**config.mk**
```make
export PLATFORM = sky130hd
export DESIGN_NAME = instr_fetch_seq
export DESIGN_NICKNAME = d
export VERILOG_FILES = /design/src/rtl/instr_fetch_seq.sv
export SDC_FILE = /design/constraint.sdc
export NUM_CORES = 1
export LEC_CHECK = 0
export CORE_MARGIN = 8
export CORE_UTILIZATION = 45
export CTS_CLUSTER_SIZE = 14
export DETAILED_ROUTE_END_ITERATION = 8
export GPL_TIMING_DRIVEN = 0
export HOLD_SLACK_MARGIN = 0.05
export PLACE_DENSITY = 0.81
export RECOVER_POWER = 50
export SYNTH_ARGS = -nofsm -noshare
export SYNTH_HDL_FRONTEND = slang
export SYNTH_SLANG_ARGS = --single-unit
export TNS_END_PERCENT = 30
```
**constraint.sdc**
```tcl
create_clock -name clk -period 2 [get_ports clk]
set_input_delay 0.6 -clock clk [delete_from_list [all_inputs] [get_ports clk]]
set_output_delay 0.6 -clock clk [all_outputs]
set_load 0.02 [all_outputs]
```
**src/rtl/instr_fetch_seq.sv**
```systemverilog
// Instruction fetch sequencer: walks a byte-wide async-read ROM four bytes per
// instruction, assembles big-endian words and hands them to decode over valid/ready.
module instr_fetch_seq #(
  parameter int unsigned ADDRESS_WIDTH     = 32,
  parameter int unsigned DATA_WIDTH        = 8,
  parameter int unsigned INSTRUCTION_WIDTH = 32,
  parameter int unsigned MEM_BYTES         = 28,
  parameter logic [ADDRESS_WIDTH-1:0] RESET_PC = {ADDRESS_WIDTH{1'b0}}
) (
  input  logic                         clk,
  input  logic                         rst_n,
  output logic [ADDRESS_WIDTH-1:0]     mem_addr,
  input  logic [DATA_WIDTH-1:0]        mem_rdata,
  input  logic                         redirect_valid,
  input  logic [ADDRESS_WIDTH-1:0]     redirect_pc,
  output logic                         instr_valid,
  input  logic                         instr_ready,
  output logic [INSTRUCTION_WIDTH-1:0] instr,
  output logic [ADDRESS_WIDTH-1:0]     instr_pc,
  output logic                         fault
);

  typedef enum logic [1:0] {
    ST_FETCH = 2'd0,
    ST_HOLD  = 2'd1,
    ST_FAULT = 2'd2
  } state_t;

  localparam logic [ADDRESS_WIDTH-1:0] LAST_PC = ADDRESS_WIDTH'(MEM_BYTES - 4);

  state_t                         state_r, state_nxt_s;
  logic [ADDRESS_WIDTH-1:0]       pc_r, pc_nxt_s;
  logic [1:0]                     cnt_r, cnt_nxt_s;
  logic [INSTRUCTION_WIDTH-1:0]   instr_r, instr_nxt_s;
  logic [ADDRESS_WIDTH-1:0]       instr_pc_r, instr_pc_nxt_s;
  logic                           instr_valid_r, instr_valid_nxt_s;
  logic                           fault_r, fault_nxt_s;
  logic                           out_of_range_s;
  logic [ADDRESS_WIDTH-1:0]       redirect_target_s;

  assign out_of_range_s    = (pc_r > LAST_PC);
  assign redirect_target_s = {redirect_pc[ADDRESS_WIDTH-1:2], 2'b00};
  assign mem_addr          = pc_r + ADDRESS_WIDTH'(cnt_r);

  assign instr       = instr_r;
  assign instr_pc    = instr_pc_r;
  assign instr_valid = instr_valid_r;
  assign fault       = fault_r;

  // State and datapath registers with asynchronous reset.
  always_ff @(posedge clk or negedge rst_n) begin
    if (!rst_n) begin
      state_r       <= ST_FETCH;
      pc_r          <= RESET_PC;
      cnt_r         <= 2'd0;
      instr_r       <= {INSTRUCTION_WIDTH{1'b0}};
      instr_pc_r    <= RESET_PC;
      instr_valid_r <= 1'b0;
      fault_r       <= 1'b0;
    end else begin
      state_r       <= state_nxt_s;
      pc_r          <= pc_nxt_s;
      cnt_r         <= cnt_nxt_s;
      instr_r       <= instr_nxt_s;
      instr_pc_r    <= instr_pc_nxt_s;
      instr_valid_r <= instr_valid_nxt_s;
      fault_r       <= fault_nxt_s;
    end
  end

  // Next-state selection; a redirect overrides every state.
  always_comb begin
    state_nxt_s = state_r;
    if (redirect_valid) begin
      state_nxt_s = ST_FETCH;
    end else begin
      case (state_r)
        ST_FETCH: begin
          if ((cnt_r == 2'd0) && out_of_range_s) begin
            state_nxt_s = ST_FAULT;
          end else if (cnt_r == 2'd3) begin
            state_nxt_s = ST_HOLD;
          end else begin
            state_nxt_s = ST_FETCH;
          end
        end
        ST_HOLD: begin
          if (instr_ready) begin
            state_nxt_s = ST_FETCH;
          end else begin
            state_nxt_s = ST_HOLD;
          end
        end
        ST_FAULT: state_nxt_s = ST_FAULT;
        default:  state_nxt_s = ST_FAULT;
      endcase
    end
  end

  // Datapath and output next values for each state.
  always_comb begin
    pc_nxt_s          = pc_r;
    cnt_nxt_s         = cnt_r;
    instr_nxt_s       = instr_r;
    instr_pc_nxt_s    = instr_pc_r;
    instr_valid_nxt_s = instr_valid_r;
    fault_nxt_s       = fault_r;
    if (redirect_valid) begin
      // A handshake in this same cycle still completes; only the next PC changes.
      pc_nxt_s          = redirect_target_s;
      cnt_nxt_s         = 2'd0;
      instr_valid_nxt_s = 1'b0;
      fault_nxt_s       = 1'b0;
    end else begin
      case (state_r)
        ST_FETCH: begin
          if ((cnt_r == 2'd0) && out_of_range_s) begin
            fault_nxt_s       = 1'b1;
            instr_valid_nxt_s = 1'b0;
          end else begin
            case (cnt_r)
              2'd0:    instr_nxt_s[INSTRUCTION_WIDTH-1 -: DATA_WIDTH]              = mem_rdata;
              2'd1:    instr_nxt_s[INSTRUCTION_WIDTH-1-DATA_WIDTH -: DATA_WIDTH]   = mem_rdata;
              2'd2:    instr_nxt_s[INSTRUCTION_WIDTH-1-2*DATA_WIDTH -: DATA_WIDTH] = mem_rdata;
              2'd3:    instr_nxt_s[DATA_WIDTH-1:0]                                 = mem_rdata;
              default: instr_nxt_s = instr_r;
            endcase
            if (cnt_r == 2'd3) begin
              cnt_nxt_s         = 2'd0;
              instr_valid_nxt_s = 1'b1;
              instr_pc_nxt_s    = pc_r;
            end else begin
              cnt_nxt_s = cnt_r + 2'd1;
            end
          end
        end
        ST_HOLD: begin
          if (instr_ready) begin
            pc_nxt_s          = pc_r + ADDRESS_WIDTH'(4);
            instr_valid_nxt_s = 1'b0;
          end else begin
            instr_valid_nxt_s = 1'b1;
          end
        end
        ST_FAULT: begin
          fault_nxt_s       = 1'b1;
          instr_valid_nxt_s = 1'b0;
          cnt_nxt_s         = 2'd0;
        end
        default: begin
          fault_nxt_s       = 1'b1;
          instr_valid_nxt_s = 1'b0;
          cnt_nxt_s         = 2'd0;
        end
      endcase
    end
  end

endmodule

```
==> results of run 1 <==
==> cell usage in the layout (no fill, tap or decap), types with 9 or more instances in the layout <==
cell and n:
buf_6 16, dlymetal6s2s_1 12, clkdlybuf4s50_1 58, nor2_1 14, a211oi_1 21, o211ai_1 23
inv_1 18, clkbuf_16 10, xnor2_1 17, nand2_1 98, dfrtp_2 20, buf_4 48
nor2b_1 23, nand4_1 11, a311o_1 19, dfrtp_1 78, nand2b_1 18, nor4_2 12
nand3_1 57, nor3_1 46, a21oi_1 13, clkbuf_2 19, mux2_1 12, clkbuf_1 58
xor2_1 9, dlygate4sd2_1 48, clkbuf_4 9, o21ai_1 30
==> cell type report <==
type,instances,share of cell area (%)
clock inverters,6,0.937
plain buffers,95,6.34
clock buffers,9,2.56
repair buffers,192,19.7
multi-input cells,507,39.0
well taps,176,2.50
flip-flops and latches,98,28.1
inverters,20,0.866
==> worst register-to-register path: stages (launching register included) <==
cell	delay (ns)
dfrtp_1	0.35
buf_6	0.12
nand4_1	0.22
or4_4	0.65
nor4_4	0.28
buf_4	0.16
and3_4	0.17
o31a_1	0.14
==> power breakdown <==
| group | internal (uW) | switching (uW) |
|---|---|---|
| Clock | 1080 | 788 |
| Combinational | 350 | 447 |
| Sequential | 2040 | 89.2 |
==> through the flow <==
stage,total power [uW],utilization [%],cells,hold slack (ns),setup WS [ns]
2_1_floorplan,2460,-,722,0.304,0.00250
3_3_place_gp,2810,57.9,1035,0.468,-3.42
3_5_place_dp,2820,58.1,1036,0.476,-1.07
4_1_cts,4690,64.0,1075,0.264,-0.122
5_1_grt,4940,66.8,1103,0.510,-0.236
6_report,4800,66.8,1103,0.465,-0.149
==> worst max-delay path by stage <==
stage                    startpoint                        to  slack (ns)  depth (start not counted)
2_1_floorplan  pc_r[12]$_DFFE_PN0P_   instr_pc[3]$_DFFE_PN0P_       0.002                          7
3_3_place_gp                  rst_n       pc_r[5]$_DFFE_PN0P_       -3.42                          1
3_5_place_dp         redirect_valid  instr_pc[28]$_DFFE_PN0P_       -1.07                          8
4_1_cts         pc_r[2]$_DFFE_PN0P_     instr[22]$_DFFE_PN0P_       -0.12                          9
5_1_grt        pc_r[23]$_DFFE_PN0P_      pc_r[29]$_DFFE_PN0P_       -0.24                          7
6_report       pc_r[23]$_DFFE_PN0P_      pc_r[29]$_DFFE_PN0P_       -0.15                          7
==> timing repair <==
| action | in CTS | in global routing |
|---|---|---|
| buffers inserted | 24 | 27 |
| pin swaps | 52 | 20 |
| hold buffers | 0 | 0 |
| gates cloned | 2 | 1 |
| endpoints found under the setup margin | 138 | 114 |
| resized for setup | 154 | 102 |
==> sequential cells by signal (all words and copies together), names as in the netlist <==
| name | flops |
|---|---|
| cnt_r | 2 |
| instr_pc | 30 |
| pc_r | 30 |
| instr | 32 |
| state_r | 2 |
| instr_valid | 1 |
| fault | 1 |
==> routing by layer <==
| metal | track usage [%] | part of all wire, % | vias up |
|---|---|---|---|
| met4 | 10.5 | 3.4 | 0 |
| met2 | 35.8 | 48 | 376 |
| met5 | 0 | 0 | - |
| met3 | 5.03 | 8.0 | 70 |
| met1 | 28.1 | 41 | 3055 |
| li1 | - | - | 2940 |
==> kinds of logic (layout without fill, tap and decap cells) <==
logic type,count (synthesis),in the layout,share of synthesized area [%]
DFF,98,98,40.6
other,1,2,0.0621
muxes,17,17,3.17
buffers and inverters,117,322,8.07
AOI/OAI and AO/OA,129,129,15.0
and+or+nand+nor,326,326,27.8
adders and majority gates,7,7,1.45
xor gates and xnor gates,26,26,3.77
==> impl_metrics.csv, run 1 <==
group,metric,value,unit
timing,fin_crit_sh,107,%
grt,antenna_found_initial,0,
critical_path,worstPathArrival,2.43,ns
placed_design,hpwlAfterDp,13.5,mm
die,dieArea,17400,um2
critical_path,worstReg2RegEnd,"pc_r[29]$_DFFE_PN0P_",
clock_network,clock-root-buffer,"clkbuf_16",
clock_network,cts.clk_slew.worst_paths,0.07,ns
status,outcome,"finished, violations left",
grt,grt_overflow,0,
timing,setup_viol_count_final,58,
critical_path,r2r_slack,-0.15,ns
synth,ys_ff_latch,98,
critical_path,cp-end-kind,"flip-flop",
synth,avgSynthCellArea,8.37,um2
synth,yosysSeqAreaShare,40.6,%
timing,hold_viol_final,0,
grt,grt_pass1_vias,6185,
synth,synthArstFlopShare,100,%
timing,drv_slew,0,
detailed_routing,drt_iter0_markers,758,
die,ioPinCount,142,
synth,synth_area_leaders,"dfrtp_1, nand2_1, nand3_1, clkbuf_1, nor3_1",
final_layout,multi_input_area,3430,um2
critical_path,reg2regPathDepth,7,
die,die_h,132,um
clock_network,clockBufferDepth,2,
detailed_routing,wl_per_cell,19.1,um
placed_design,gp_congestion,0.910,
critical_path,critical_path_buf_inv_count,2,
timing,relSlewSlack,23.8,%
status,violations,"negative setup slack",
detailed_routing,drtAntennaViolNets,0,
critical_path,r2r-start,"pc_r[23]$_DFFE_PN0P_",
grt,grt_start_max_net_pins,57,
grt,globalRouteTotalUtil,22.3,%
final_layout,antenna_cells,0,
detailed_routing,via_count,6441,
pwr,peakVddDrop,0.000430,V
clock_network,cts.sinks,98,
placed_design,io_buffers,137,
pwr,power.density,545,nW/um2
synth,yosys_warnings,0,
final_layout,fillers,1017,
grt,grt_pass1_wl,31.8,mm
final_layout,layout-drive-gt1-share,22.0,%
critical_path,cp.required,2.28,ns
hold_path,hold_class,"primary input to async pin",
critical_path,slowest_delay,0.64,ns
synth,synth.distinct_cells,55,
critical_path,worstPathCellList,"buf_6, nand4_1, or4_4, nor4_4, buf_4, and3_4, o31a_1",
final_layout,layout.nets,974,
synth,synth_top_area_share,40.6,%
clock_network,cts_tree,"yes",
die,fp.dieW,132,um
die,core-area,13200,um2
die,num_rows,42,
synth,synthCells,721,
clock_network,insertion_delay,0.36,ns
timing,fin_ws,-0.149,ns
pwr,leakagePower,0.00333,uW
final_layout,syn2layout_area_growth,46.1,%
timing,final.setup.tns,-2.45,ns
timing,skew,0.00847,ns
placed_design,place_area,7660,um2
critical_path,worstSetupStartpointType,"flip-flop",
synth,synth_top_cell_by_area,"dfrtp_1",
die,start_util,45.8,%
timing,worst_pin_slew,1.14,ns
detailed_routing,drc_errors,0,
timing,max_freq,465,MHz
synth,syn-cell-area,6030,um2
clock_network,cts_made_buffers,9,
clock_network,htree_levels,3,
critical_path,worstSetupPathType,"flip-flop to flip-flop",
detailed_routing,vias_per_cell,5.84,
final_layout,design_area,8810,um2
job,drv_cap,0,
synth,ys.flop_type,"dfrtp_1",
critical_path,cp_top_family,"simple AND/OR/NAND/NOR gates",
synth,synth-edff-count,0,
timing,period_needed,2.15,ns
detailed_routing,wl,21.0,mm
timing,rsz0062_at_grt,"yes",
critical_path,cp_max_fo,6,
final_layout,seq_area,2480,um2
detailed_routing,first_pass_iters,6,
critical_path,critPathSlowestCell,"or4_4",
synth,netlist_top_cells_count,"dfrtp_1, nand2_1, clkbuf_1",
Power figures use the tool's default switching activity.
==> run 2: changes to the inputs <==
--- a/config.mk
+++ b/config.mk
@@ -11,7 +11,7 @@
 export DETAILED_ROUTE_END_ITERATION = 8
 export GPL_TIMING_DRIVEN = 0
 export HOLD_SLACK_MARGIN = 0.05
-export PLACE_DENSITY = 0.81
+export PLACE_DENSITY = 0.82
 export RECOVER_POWER = 50
 export SYNTH_ARGS = -nofsm -noshare
 export SYNTH_HDL_FRONTEND = slang
==> impl_metrics.csv, run 2 (synthesized netlist as in run 1, its figures left out) <==
group,metric,value,unit
die,fp.dieW,132,um
final_layout,post-route-util,65.2,%
clock_network,cts.sinks,98,
final_layout,seq_area,2480,um2
timing,period_needed,2.12,ns
hold_path,hold_class,"primary input to async pin",
critical_path,cp_max_fo,8,
final_layout,layout.nets,952,
final_layout,largest_register_ffs,32,
pwr,peakVddDrop,0.000386,V
die,core-area,13200,um2
critical_path,worstSetupStartpointType,"flip-flop",
timing,skew,0.0105,ns
final_layout,fillers,1044,
final_layout,design_area,8600,um2
die,dieArea,17400,um2
critical_path,critical_path_buf_inv_count,0,
clock_network,cts.clk_slew.worst_paths,0.07,ns
final_layout,final_common_cell,"nand2_1",
critical_path,cp.required,2.25,ns
placed_design,place_area,7660,um2
placed_design,gp_congestion,0.910,
timing,fin_hold_ws,0.463,ns
die,start_util,45.8,%
detailed_routing,drt_iter0_markers,696,
detailed_routing,drc_errors,0,
critical_path,worstPathCellList,"or4_4, nor2_4, and3_4, nand4_4, mux2_4",
clock_network,htree_levels,3,
die,ioPinCount,142,
pwr,power.total,4810,uW
grt,globalRouteTotalUtil,21.7,%
grt,grt_pass1_vias,5974,
detailed_routing,via_count,6330,
die,num_rows,42,
grt,antenna_found_initial,1,
job,drv_cap,0,
final_layout,multi_input_area,3340,um2
final_layout,syn2layout_area_growth,42.5,%
detailed_routing,first_pass_iters,7,
grt,grt_pass1_wl,30.9,mm
pwr,power.density,560,nW/um2
timing,hold_viol_final,0,
detailed_routing,wl,20.3,mm
critical_path,cp_top_family,"simple AND/OR/NAND/NOR gates",
timing,relSlewSlack,24.3,%
timing,max_freq,471,MHz
critical_path,worstSetupPathType,"flip-flop to flip-flop",
grt,grt_start_max_net_pins,55,
detailed_routing,drtAntennaViolNets,0,
clock_network,cts_tree,"yes",
final_layout,final_cell_mix,"nand2_1, dfrtp_1, clkdlybuf4s50_1",
timing,fin_crit_sh,106,%
clock_network,cts_hold_buf,0,
status,violations,"negative setup slack",
clock_network,clock-root-buffer,"clkbuf_16",
critical_path,worstPathArrival,2.37,ns
detailed_routing,wl_per_cell,18.8,um
critical_path,critPathSlowestCell,"or4_4",
critical_path,cp-end-kind,"flip-flop",
timing,setup_viol_count_final,34,
final_layout,layout-drive-gt1-share,18.8,%
placed_design,hpwlAfterDp,13.5,mm
grt,grt_overflow,0,
clock_network,cts_made_buffers,9,
timing,drv_slew,0,
critical_path,slowest_delay,0.56,ns
timing,rsz0062_at_grt,"yes",
clock_network,insertion_delay,0.36,ns
pwr,leakagePower,0.00320,uW
status,outcome,"finished, violations left",
placed_design,io_buffers,137,
clock_network,clockBufferDepth,2,
timing,fin_ws,-0.122,ns
detailed_routing,vias_per_cell,5.84,
timing,worst_pin_slew,1.13,ns
die,die_h,132,um
## run 2: per-layer routing
layer  global-route usage, %  vias to the layer above  routed length [um]  part of all wire (%)
met5                       0                        -                   0                     0
met4                    9.19                        0                 593                   2.9
met3                    5.41                       49                1810                   8.9
met2                    34.4                      350                9460                    47
met1                    27.6                     3039                8450                    42
li1                        -                     2892                   -                     -
## run 2: final timing paths
| check | start | end | slack (ns) | depth (start not counted) |
|---|---|---|---|---|
| max | pc_r[13]$_DFFE_PN0P_ | instr[27]$_DFFE_PN0P_ | -0.12 | 5 |
| min | rst_n | instr[30]$_DFFE_PN0P_ | 0.46 | 1 |
| max reg2reg | pc_r[13]$_DFFE_PN0P_ | instr[27]$_DFFE_PN0P_ | -0.12 | 5 |
| min reg2reg | instr[8]$_DFFE_PN0P_ | instr[8]$_DFFE_PN0P_ | 0.49 | 1 |
| max in group asynchronous | rst_n | pc_r[27]$_DFFE_PN0P_ | 0.42 | 2 |
| min in group clk | instr[8]$_DFFE_PN0P_ | instr[8]$_DFFE_PN0P_ | 0.49 | 1 |
## run 2: power breakdown
group	switching, uW	internal, uW
logic	420	320
registers	86.9	2040
clock network	809	1130
total	1320	3500
## run 2: repair_timing
item,in CTS,in global routing
setup endpoints to repair,142,109
cloned,0,2
resized for setup,122,102
setup buffers,3,28
endpoints found under the hold margin,0,0
pin swaps,3,32
## run 2: layout make-up
type                       instances  share of cell area, %
clock buffer                      10                   2.78
multi-input combinational        507                   38.9
timing repair buffer             171                   18.8
antenna                            1                 0.0291
inverter                          20                  0.888
sequential                        98                   28.8
clock inverter                     6                   1.05
tap                              176                   2.56
buffer                            94                   6.21
## run 2: per-stage QoR
| step | setup TNS (ns) | worst slack, ns | instances |
|---|---|---|---|
| 2_1_floorplan | 0 | 0.00250 | 722 |
| 3_3_place_gp | -408.97 | -3.48 | 1035 |
| 3_5_place_dp | -73.52 | -1.12 | 1036 |
| 4_1_cts | -3.87 | -0.163 | 1054 |
| 5_1_grt | -6.75 | -0.179 | 1083 |
| 6_report | -2.44 | -0.122 | 1083 |
